[config.mk]
export PLATFORM = sky130hd
export DESIGN_NAME = teclado_fifo
export DESIGN_NICKNAME = d
export VERILOG_FILES = /design/src/rtl/teclado_fifo.sv
export SDC_FILE = /design/constraint.sdc
export NUM_CORES = 1
export LEC_CHECK = 0
export CORE_AREA = 2 2 145 76
export DETAILED_ROUTE_END_ITERATION = 12
export DIE_AREA = 0 0 147 78
export PLACE_DENSITY = 0.55
export SETUP_SLACK_MARGIN = 0.05
export SKIP_CTS_REPAIR_TIMING = 1
export SYNTH_ARGS = -nofsm -noshare
export SYNTH_HDL_FRONTEND = slang
export SYNTH_SLANG_ARGS = --single-unit
[constraint.sdc]
create_clock -name clk50 -period 2.3 [get_ports clk50]
set_input_delay 0.345 -clock clk50 [delete_from_list [all_inputs] [get_ports clk50]]
set_output_delay 0.345 -clock clk50 [all_outputs]
set_load 0.02 [all_outputs]
[src/rtl/teclado_fifo.sv]
// Keypad key-code buffer: synchronizes the scanner outputs, debounces each
// press into a single push, and holds codes in a first-word-fall-through FIFO.
module teclado_fifo #(
  parameter int DEPTH      = 8,
  parameter int ADDR_W     = 3,
  parameter int DEB_CYCLES = 4
) (
  input  logic              clk50,
  input  logic              rst,
  input  logic [6:0]        ascii,
  input  logic              isDone,
  input  logic              rd_en,
  input  logic              clr_ovf,
  output logic [6:0]        dout,
  output logic              empty,
  output logic              full,
  output logic [ADDR_W:0]   count,
  output logic              overflow
);

  localparam int CNT_W = (DEB_CYCLES > 1) ? $clog2(DEB_CYCLES) : 1;
  localparam logic [CNT_W-1:0] CNT_LAST = CNT_W'(DEB_CYCLES - 1);
  localparam logic [ADDR_W:0] DEPTH_C = (ADDR_W + 1)'(DEPTH);

  typedef enum logic [1:0] {
    IDLE = 2'd0,
    WAIT = 2'd1,
    HELD = 2'd2
  } state_t;

  logic             done_s1_q;
  logic             done_s_q;
  logic [6:0]       ascii_s1_q;
  logic [6:0]       ascii_s_q;

  state_t           state_q, state_d;
  logic [CNT_W-1:0] cnt_q, cnt_d;
  logic             push;

  logic [6:0]       mem_q [DEPTH];
  logic [ADDR_W-1:0] wr_ptr_q, wr_ptr_d;
  logic [ADDR_W-1:0] rd_ptr_q, rd_ptr_d;
  logic [ADDR_W:0]  count_q, count_d;
  logic             ovf_q, ovf_d;

  logic             do_push;
  logic             do_pop;
  logic             drop;
  logic             not_full;

  // Two-flop synchronizers for the scanner's slow-clock-domain signals
  always_ff @(posedge clk50) begin
    if (rst) begin
      done_s1_q  <= 1'b0;
      done_s_q   <= 1'b0;
      ascii_s1_q <= '0;
      ascii_s_q  <= '0;
    end else begin
      done_s1_q  <= isDone;
      done_s_q   <= done_s1_q;
      ascii_s1_q <= ascii;
      ascii_s_q  <= ascii_s1_q;
    end
  end

  // Debounce state and hold-counter registers
  always_ff @(posedge clk50) begin
    if (rst) begin
      state_q <= IDLE;
      cnt_q   <= '0;
    end else begin
      state_q <= state_d;
      cnt_q   <= cnt_d;
    end
  end

  // One push per stable press; HELD blocks auto-repeat until release
  always_comb begin
    state_d = state_q;
    cnt_d   = cnt_q;
    push    = 1'b0;
    unique case (state_q)
      IDLE: begin
        if (done_s_q) begin
          state_d = WAIT;
          cnt_d   = '0;
        end
      end
      WAIT: begin
        if (!done_s_q) begin
          state_d = IDLE;
        end else if (cnt_q == CNT_LAST) begin
          push    = 1'b1;
          state_d = HELD;
        end else begin
          cnt_d = cnt_q + CNT_W'(1);
        end
      end
      HELD: begin
        if (!done_s_q) state_d = IDLE;
      end
      default: state_d = IDLE;
    endcase
  end

  // Push/pop arbitration; a pop at full frees the slot for a same-edge push
  always_comb begin
    not_full = (count_q != DEPTH_C);
    do_pop   = rd_en && (count_q != '0);
    do_push  = push && (not_full || do_pop);
    drop     = push && !not_full && !do_pop;

    wr_ptr_d = do_push ? wr_ptr_q + ADDR_W'(1) : wr_ptr_q;
    rd_ptr_d = do_pop ? rd_ptr_q + ADDR_W'(1) : rd_ptr_q;

    count_d = count_q;
    unique case ({do_push, do_pop})
      2'b10:   count_d = count_q + (ADDR_W + 1)'(1);
      2'b01:   count_d = count_q - (ADDR_W + 1)'(1);
      default: count_d = count_q;
    endcase

    ovf_d = ovf_q;
    if (drop) ovf_d = 1'b1;
    else if (clr_ovf) ovf_d = 1'b0;
  end

  // Pointer, occupancy and sticky overflow registers
  always_ff @(posedge clk50) begin
    if (rst) begin
      wr_ptr_q <= '0;
      rd_ptr_q <= '0;
      count_q  <= '0;
      ovf_q    <= 1'b0;
    end else begin
      wr_ptr_q <= wr_ptr_d;
      rd_ptr_q <= rd_ptr_d;
      count_q  <= count_d;
      ovf_q    <= ovf_d;
    end
  end

  // Storage array; contents need no reset since count gates the output
  always_ff @(posedge clk50) begin
    if (do_push) mem_q[wr_ptr_q] <= ascii_s_q;
  end

  assign empty    = (count_q == '0);
  assign full     = (count_q == DEPTH_C);
  assign count    = count_q;
  assign overflow = ovf_q;
  assign dout     = empty ? 7'd0 : mem_q[rd_ptr_q];

endmodule

==> implementation parameters, run 1 <==
Parameter                              Value

Final layout
  Fraction of layout instances using a drive strength above 1    23.5%
  Util after Layout    42.7%
  Final layout net count    284
  Layout overhead on the synthesized area    23.6%
  Total inserted antenna cells    0
  Non-filler cells in the finished layout    412
  Number of inserted filler cells in the final layout    929

Synthesis
  Cell area after synthesis    0.00348 mm^2
  Synth async-reset ratio    0%
  Avg Inst Size Synth    15.4 um^2
  Number of nets in the synthesized netlist    ~240
  Synth Flop Type    sky130_fd_sc_hd__edfxtp_1
  Cell count after synthesis    226
  Count of flip-flops with a built-in enable after synthesis    56
  Seq/Total Area, Yosys    about 68%
  Number of warnings printed during yosys synthesis    0
  Count of different cell masters after synthesis    40
  Register bit count reported by yosys    90

Critical path
  FF-to-FF path depth    3
  Crit path launch type    register
  Setup crit end kind    output port
  Critical path fanouts, max    7
  Arrival time at the worst endpoint    1.78 ns
  Data required time of the worst path    1.96 ns
  Type of the worst setup path    register to output port

Route
  Remaining routing DRC violations    0
  Vias per inst    4.70
  Detailed-route wire length per cell    ~16 um
  DR vias    between 1,500 and 2,000
  Total Wirelength    around 6.5 mm
  Iteration-0 DRC count of the detailed router    83
  Residual antenna-violating net count after detailed routing    0
  Number of detailed-routing iterations run before antenna repair    4

Min path
  Number of cells traversed by the worst hold path    1
  Worst min path class    register to register

CTS
  Buffer cell driving the clock tree root    sky130_fd_sc_hd__clkbuf_16
  Number of buffers created by CTS    9
  Clock sink total    90
  H-tree depth    3
  Number of buffers between clock root and the deepest sink    2
  Clock network latency to the later pin of the worst-skew pair    0.33 ns
  Clock-pin slew on the worst setup and hold paths    ~0.06 ns
  CTS tree    done

Power and ir drop
  Leakage power total    between 1 and 1.5 nW
  Power per standard cell area    877 mW/mm^2
  Maximum ir drop on the vdd rail    0.000370 V

STA
  Unrepaired setup endpoints after global routing    false
  Final Hold Viols    0
  Post-route clock skew    0.00615 ns
  Final setup vio count    0
  Time the final worst path needs with I/O delays and setup    roughly 2.1 ns
  Final cycle utilization of the critical path    92.3%
  Fmax    471 MHz
  Final hold slack    between 0.4 and 0.5 ns
  Worst-margin pin slew    0.636 ns
  Worst-case headroom to the max-slew limit    57.5%
  Number of max-slew violations in the final report    0

Flow run
  Number of max-capacitance violations reported    0

Floorplanning
  Starting Density    34.5%
  Placement Rows    26
  Top Ports    26
  Die Y    78 um
  Total Die Area    0.0115 mm^2
  Horizontal extent of the die    147 um
  Standard cell core area    0.0101 mm^2

Placement
  Number of buffers added on ports    25
  Post-detailed-placement half-perimeter wirelength    4.27 mm
  Final weighted congestion in routability-driven placement    0.788
  Cell count after placement    395

Global route
  Global Route Usage Sum    between 10% and 20%
  Maximum number of pins on one net before global-route repair    22
  Vias in the first global route    2,036
  Number of antenna violations at the first check in global routing    0
  Wire length of the first global-routing pass    10.8 mm
  Congestion Overflow GR    0

Run status
  Result of the run    finished clean
==> cell type report <==
class                           instances  area [um^2]  area share [%]
Inverter                                4         15.0           0.349
Multi-Input combinational cell        122         1080            25.2
Sequential cell                        90         2360            54.9
Timing Repair Buffer                   41          377            8.75
Clock buffer                            9          225            5.23
Tap cell                              140          175            4.07
Clock inverter                          6         65.1            1.51
==> critical path, stage by stage (launching register included) <==
cell and delay, ns:
sky130_fd_sc_hd__dfxtp_2 0.34, sky130_fd_sc_hd__buf_12 0.12, sky130_fd_sc_hd__buf_12 0.13, sky130_fd_sc_hd__mux4_2 0.50, sky130_fd_sc_hd__mux2i_1 0.14, sky130_fd_sc_hd__nor2_1 0.05, sky130_fd_sc_hd__clkbuf_2 0.16
==> kinds of logic after synthesis <==
family	share of synthesized area [%]
XOR/XNOR	1.26
AO/OA/AOI/OAI	2.91
AND/OR/NAND/NOR	11.9
multiplexers	12.9
buffers and inverters	1.76
flip-flops	67.8
adder cells (fa/ha/maj)	1.44
==> through the flow <==
| stage | area [um^2] | TNS, ns | total power, mW | setup WS [ns] |
|---|---|---|---|---|
| final | 4310 | 0 | 3.77 | 0.178 |
| after global routing | 4310 | 0 | 3.94 | 0.0467 |
| after CTS | 4280 | -1.71 | 3.80 | -0.219 |
| after detailed placement | 3990 | 0 | 2.38 | 0.0574 |
| after global placement | 3990 | 0 | 2.38 | 0.166 |
| after floorplan | 3490 | 0 | 2.14 | 0.149 |
==> where the power goes <==
part           internal (mW)  switching [mW]  total [mW]
logic                  0.281           0.272       0.553
registers               1.74          0.0519        1.79
clock network          0.839           0.589        1.43
total                   2.86           0.913        3.77
==> synthesized netlist by cell type, types with 2 or more instances <==
| library cell | n | area share, % |
|---|---|---|
| sky130_fd_sc_hd__edfxtp_1 | 56 | 48 |
| sky130_fd_sc_hd__xnor2_1 | 2 | 0.50 |
| sky130_fd_sc_hd__mux2i_1 | 11 | 3.2 |
| sky130_fd_sc_hd__xor2_1 | 3 | 0.75 |
| sky130_fd_sc_hd__nor2b_1 | 17 | 3.1 |
| sky130_fd_sc_hd__a21oi_1 | 3 | 0.43 |
| sky130_fd_sc_hd__ha_1 | 4 | 1.4 |
| sky130_fd_sc_hd__nor4_1 | 3 | 0.54 |
| sky130_fd_sc_hd__clkbuf_1 | 7 | 0.75 |
| sky130_fd_sc_hd__nor2_1 | 25 | 2.7 |
| sky130_fd_sc_hd__nor4b_1 | 2 | 0.50 |
| sky130_fd_sc_hd__dfxtp_1 | 34 | 20 |
| sky130_fd_sc_hd__nand2b_1 | 6 | 1.1 |
| sky130_fd_sc_hd__inv_1 | 3 | 0.32 |
| sky130_fd_sc_hd__mux4_2 | 14 | 9.1 |
| sky130_fd_sc_hd__nand2_1 | 4 | 0.43 |
| sky130_fd_sc_hd__nor3_1 | 9 | 1.3 |
==> metal layers <==
layer	vias up	part of all wire, %	GRT usage (%)
met4	0	1.8	4.52
met1	952	47	17.0
li1	934	-	-
met3	9	5.2	4.47
met2	41	46	19.5
met5	-	0	0
==> flip-flops by register name, indices dropped and copies added, names as in the netlist, named ones only <==
signal and count:
rd_ptr_q 3, done_s_q 1, cnt_q 2, count 4, overflow 1, done_s1_q 1, mem_q 56, wr_ptr_q 3
ascii_s_q 7, state_q 2, ascii_s1_q 7
==> cells in the final DEF (no fill, tap or decap), types with 2 or more instances in the layout <==
cell type and count:
sky130_fd_sc_hd__edfxtp_1 56, sky130_fd_sc_hd__dfxtp_1 33, sky130_fd_sc_hd__nor2_1 23, sky130_fd_sc_hd__nor2b_1 17, sky130_fd_sc_hd__clkdlybuf4s50_1 16, sky130_fd_sc_hd__mux4_2 14
sky130_fd_sc_hd__buf_4 13, sky130_fd_sc_hd__mux2i_1 11, sky130_fd_sc_hd__nor3_1 9, sky130_fd_sc_hd__clkbuf_16 9, sky130_fd_sc_hd__nand2b_1 6, sky130_fd_sc_hd__nand2_1 4
sky130_fd_sc_hd__clkbuf_2 4, sky130_fd_sc_hd__xor2_1 3, sky130_fd_sc_hd__inv_1 3, sky130_fd_sc_hd__a21oi_1 3, sky130_fd_sc_hd__ha_1 3, sky130_fd_sc_hd__dlymetal6s2s_1 3
sky130_fd_sc_hd__nor2_2 2, sky130_fd_sc_hd__nor4_2 2, sky130_fd_sc_hd__xnor2_1 2, sky130_fd_sc_hd__inv_6 2, sky130_fd_sc_hd__buf_2 2, sky130_fd_sc_hd__buf_12 2
==> path summary, 6_finish.rpt <==
path,from,endpoint,slack (ns)
setup reg to reg,count[1]$_SDFFE_PP0P_,mem_q[5][4]$_DFFE_PP_,0.20
hold / removal,done_s1_q$_SDFF_PP0_,done_s_q$_SDFF_PP0_,0.44
setup / recovery,register,dout[4],0.18
hold reg to reg,done_s1_q$_SDFF_PP0_,done_s_q$_SDFF_PP0_,0.44
Note: power is estimated with default switching activity, not from simulation.
==> inputs of run 2 (changes only) <==
Settings changed: CORE_AREA 2 2 145 76 to 2 2 135 71, DIE_AREA 0 0 147 78 to 0 0 137 73, PLACE_DENSITY 0.55 to 0.62.
==> run 2 against run 1 <==
Against the previous run: die area decreased by 13%; sequential power about the same; non-clock buffer count increased by 11; fmax decreased by 3.4%; final cell count decreased by 1.7%; clock power about the same; setup slack got worse by 0.076 ns; critical endpoint is now dout[3]; largest cell class unchanged; largest power group unchanged.
==> implementation parameters, run 2 (synthesized netlist as in run 1, its figures left out) <==
Parameter                              Value

Final layout
  Top library cells by usage in the layout, fill and taps aside    56 x sky130_fd_sc_hd__edfxtp_1, 33 x sky130_fd_sc_hd__dfxtp_1, 25 x sky130_fd_sc_hd__nor2_1, 25 x sky130_fd_sc_hd__buf_4, 17 x sky130_fd_sc_hd__nor2b_1
  Number of flip-flops in the largest register    56
  Util after Layout    48.9%
  Fraction of layout instances using a drive strength above 1    approximately 24%
  Most common cell after layout, fill and taps aside    sky130_fd_sc_hd__edfxtp_1
  Total inserted antenna cells    0
  Layout overhead on the synthesized area    26.4%
  Final standard cell area without fillers    ~0.0044 mm^2
  Largest regs    mem_q (56), ascii_s1_q (7), ascii_s_q (7)
  Final layout net count    295
  Register with the highest flop count    mem_q

STA
  Number of max-slew violations in the final report    0
  Final Hold Viols    0
  Worst-case headroom to the max-slew limit    73.8%
  Time the final worst path needs with I/O delays and setup    2.20 ns
  Fmax    approximately 450 MHz
  Final cycle utilization of the critical path    95.6%
  Worst-margin pin slew    between 0.3 and 0.4 ns
  Post-route setup TNS    0 ns
  Final setup vio count    0
  Unrepaired setup endpoints after global routing    true
  Post-route clock skew    0.00804 ns

Power and ir drop
  Maximum ir drop on the vdd rail    0.000418 V
  Power per standard cell area    between 800 and 900 mW/mm^2
  Leakage power total    1.56 nW
  Overall power    3.86 mW

Run status
  Result of the run    finished clean

Floorplanning
  Total Die Area    around 0.01 mm^2
  Horizontal extent of the die    137 um
  Standard cell core area    0.00901 mm^2
  Placement Rows    25
  Die Y    73 um
  Starting Density    38.7%
  Top Ports    26

CTS
  Number of buffers between clock root and the deepest sink    2
  Buffer cell driving the clock tree root    sky130_fd_sc_hd__clkbuf_16
  Clock-pin slew on the worst setup and hold paths    0.06 ns
  Clock sink total    90
  H-tree depth    3
  Number of buffers created by CTS    9
  CTS tree    done
  Clock network latency to the later pin of the worst-skew pair    0.34 ns

Route
  Total Wirelength    between 6 and 7 mm
  Iteration-0 DRC count of the detailed router    128
  Remaining routing DRC violations    0
  Number of detailed-routing iterations run before antenna repair    4
  Detailed-route wire length per cell    between 15 and 20 um
  Vias per inst    4.93
  Residual antenna-violating net count after detailed routing    0
  DR vias    1,997

Global route
  Congestion Overflow GR    0
  Maximum number of pins on one net before global-route repair    19
  Global Route Usage Sum    13.9%
  Wire length of the first global-routing pass    around 10 mm
  Vias in the first global route    1,833
  Number of antenna violations at the first check in global routing    0

Min path
  Worst min path class    register to register

Critical path
  Setup crit end kind    output port
  Type of the worst setup path    register to output port
  Crit path launch type    register
  Arrival time at the worst endpoint    ~1.9 ns
  Data required time of the worst path    1.96 ns
  Critical path fanouts, max    7

Placement
  Post-detailed-placement half-perimeter wirelength    4.23 mm
  Placement Cell Area    ~0.004 mm^2
  Final weighted congestion in routability-driven placement    0.715
  Number of buffers added on ports    25

Flow run
  Number of max-capacitance violations reported    0
-- run 2: cell types whose count changed in the layout (fill, tap and decap cells not counted), moves of 2 or more --
cell / before / now
sky130_fd_sc_hd__nor2_2: 2 / 0
sky130_fd_sc_hd__nor2_1: 23 / 25
sky130_fd_sc_hd__clkbuf_2: 4 / 1
sky130_fd_sc_hd__dlymetal6s2s_1: 3 / 6
sky130_fd_sc_hd__buf_4: 13 / 25
sky130_fd_sc_hd__clkinvlp_4: 0 / 2
-- run 2: layout make-up --
| cell class | instances | area (um^2) |
|---|---|---|
| clock inverter | 7 | 77.6 |
| fill | 793 | 4610 |
| timing repair buffer | 52 | 498 |
| multi-input combinational | 122 | 1070 |
| inverter | 4 | 15.0 |
| sequential | 90 | 2370 |
| clock buffer | 9 | 225 |
| tap | 121 | 151 |
-- run 2: path summary, 6_finish.rpt --
| path | slack [ns] | to | start | depth (start not counted) |
|---|---|---|---|---|
| max | 0.10 | dout[3] | register | 6 |
| min | 0.44 | ascii_s_q[3]$_SDFF_PP0_ | ascii_s1_q[3]$_SDFF_PP0_ | 1 |
| max reg2reg | 0.24 | count[2]$_SDFFE_PP0P_ | cnt_q[0]$_SDFFE_PP0P_ | 8 |
| min reg2reg | 0.44 | ascii_s_q[3]$_SDFF_PP0_ | ascii_s1_q[3]$_SDFF_PP0_ | 1 |
-- run 2: power breakdown --
part           switching [mW]  internal, mW  leakage (nW)  total [mW]
sequential             0.0485          1.74         0.732        1.79
combinational           0.271         0.329         0.688       0.600
clock                   0.615         0.850         0.142        1.46
total                   0.934          2.92          1.56        3.86
-- run 2: through the flow --
| stage | hold slack [ns] | setup WS (ns) | cells |
|---|---|---|---|
| after floorplan | 0.414 | 0.149 | 226 |
| after global placement | 0.422 | 0.141 | 382 |
| after detailed placement | 0.431 | 0.130 | 382 |
| after CTS | 0.444 | -0.247 | 398 |
| after global routing | 0.456 | 0.0197 | 405 |
| final | 0.440 | 0.102 | 405 |
-- run 2: metal layers --
metal / track usage [%] / vias up / part of all wire [%]
met5: 0 / - / 0
met3: 4.79 / 10 / 4.8
met2: 20.6 / 47 / 43
li1: - / 954 / -
met1: 18.8 / 986 / 50
met4: 5.84 / 0 / 1.5
-- run 2: worst max-delay path, cell delays in order, from the launching register on --
cell and delay (ns):
sky130_fd_sc_hd__dfxtp_4 0.37, sky130_fd_sc_hd__clkbuf_16 0.15, sky130_fd_sc_hd__buf_4 0.11, sky130_fd_sc_hd__mux4_2 0.49, sky130_fd_sc_hd__mux2i_1 0.18, sky130_fd_sc_hd__nor2_1 0.06
sky130_fd_sc_hd__buf_4 0.15
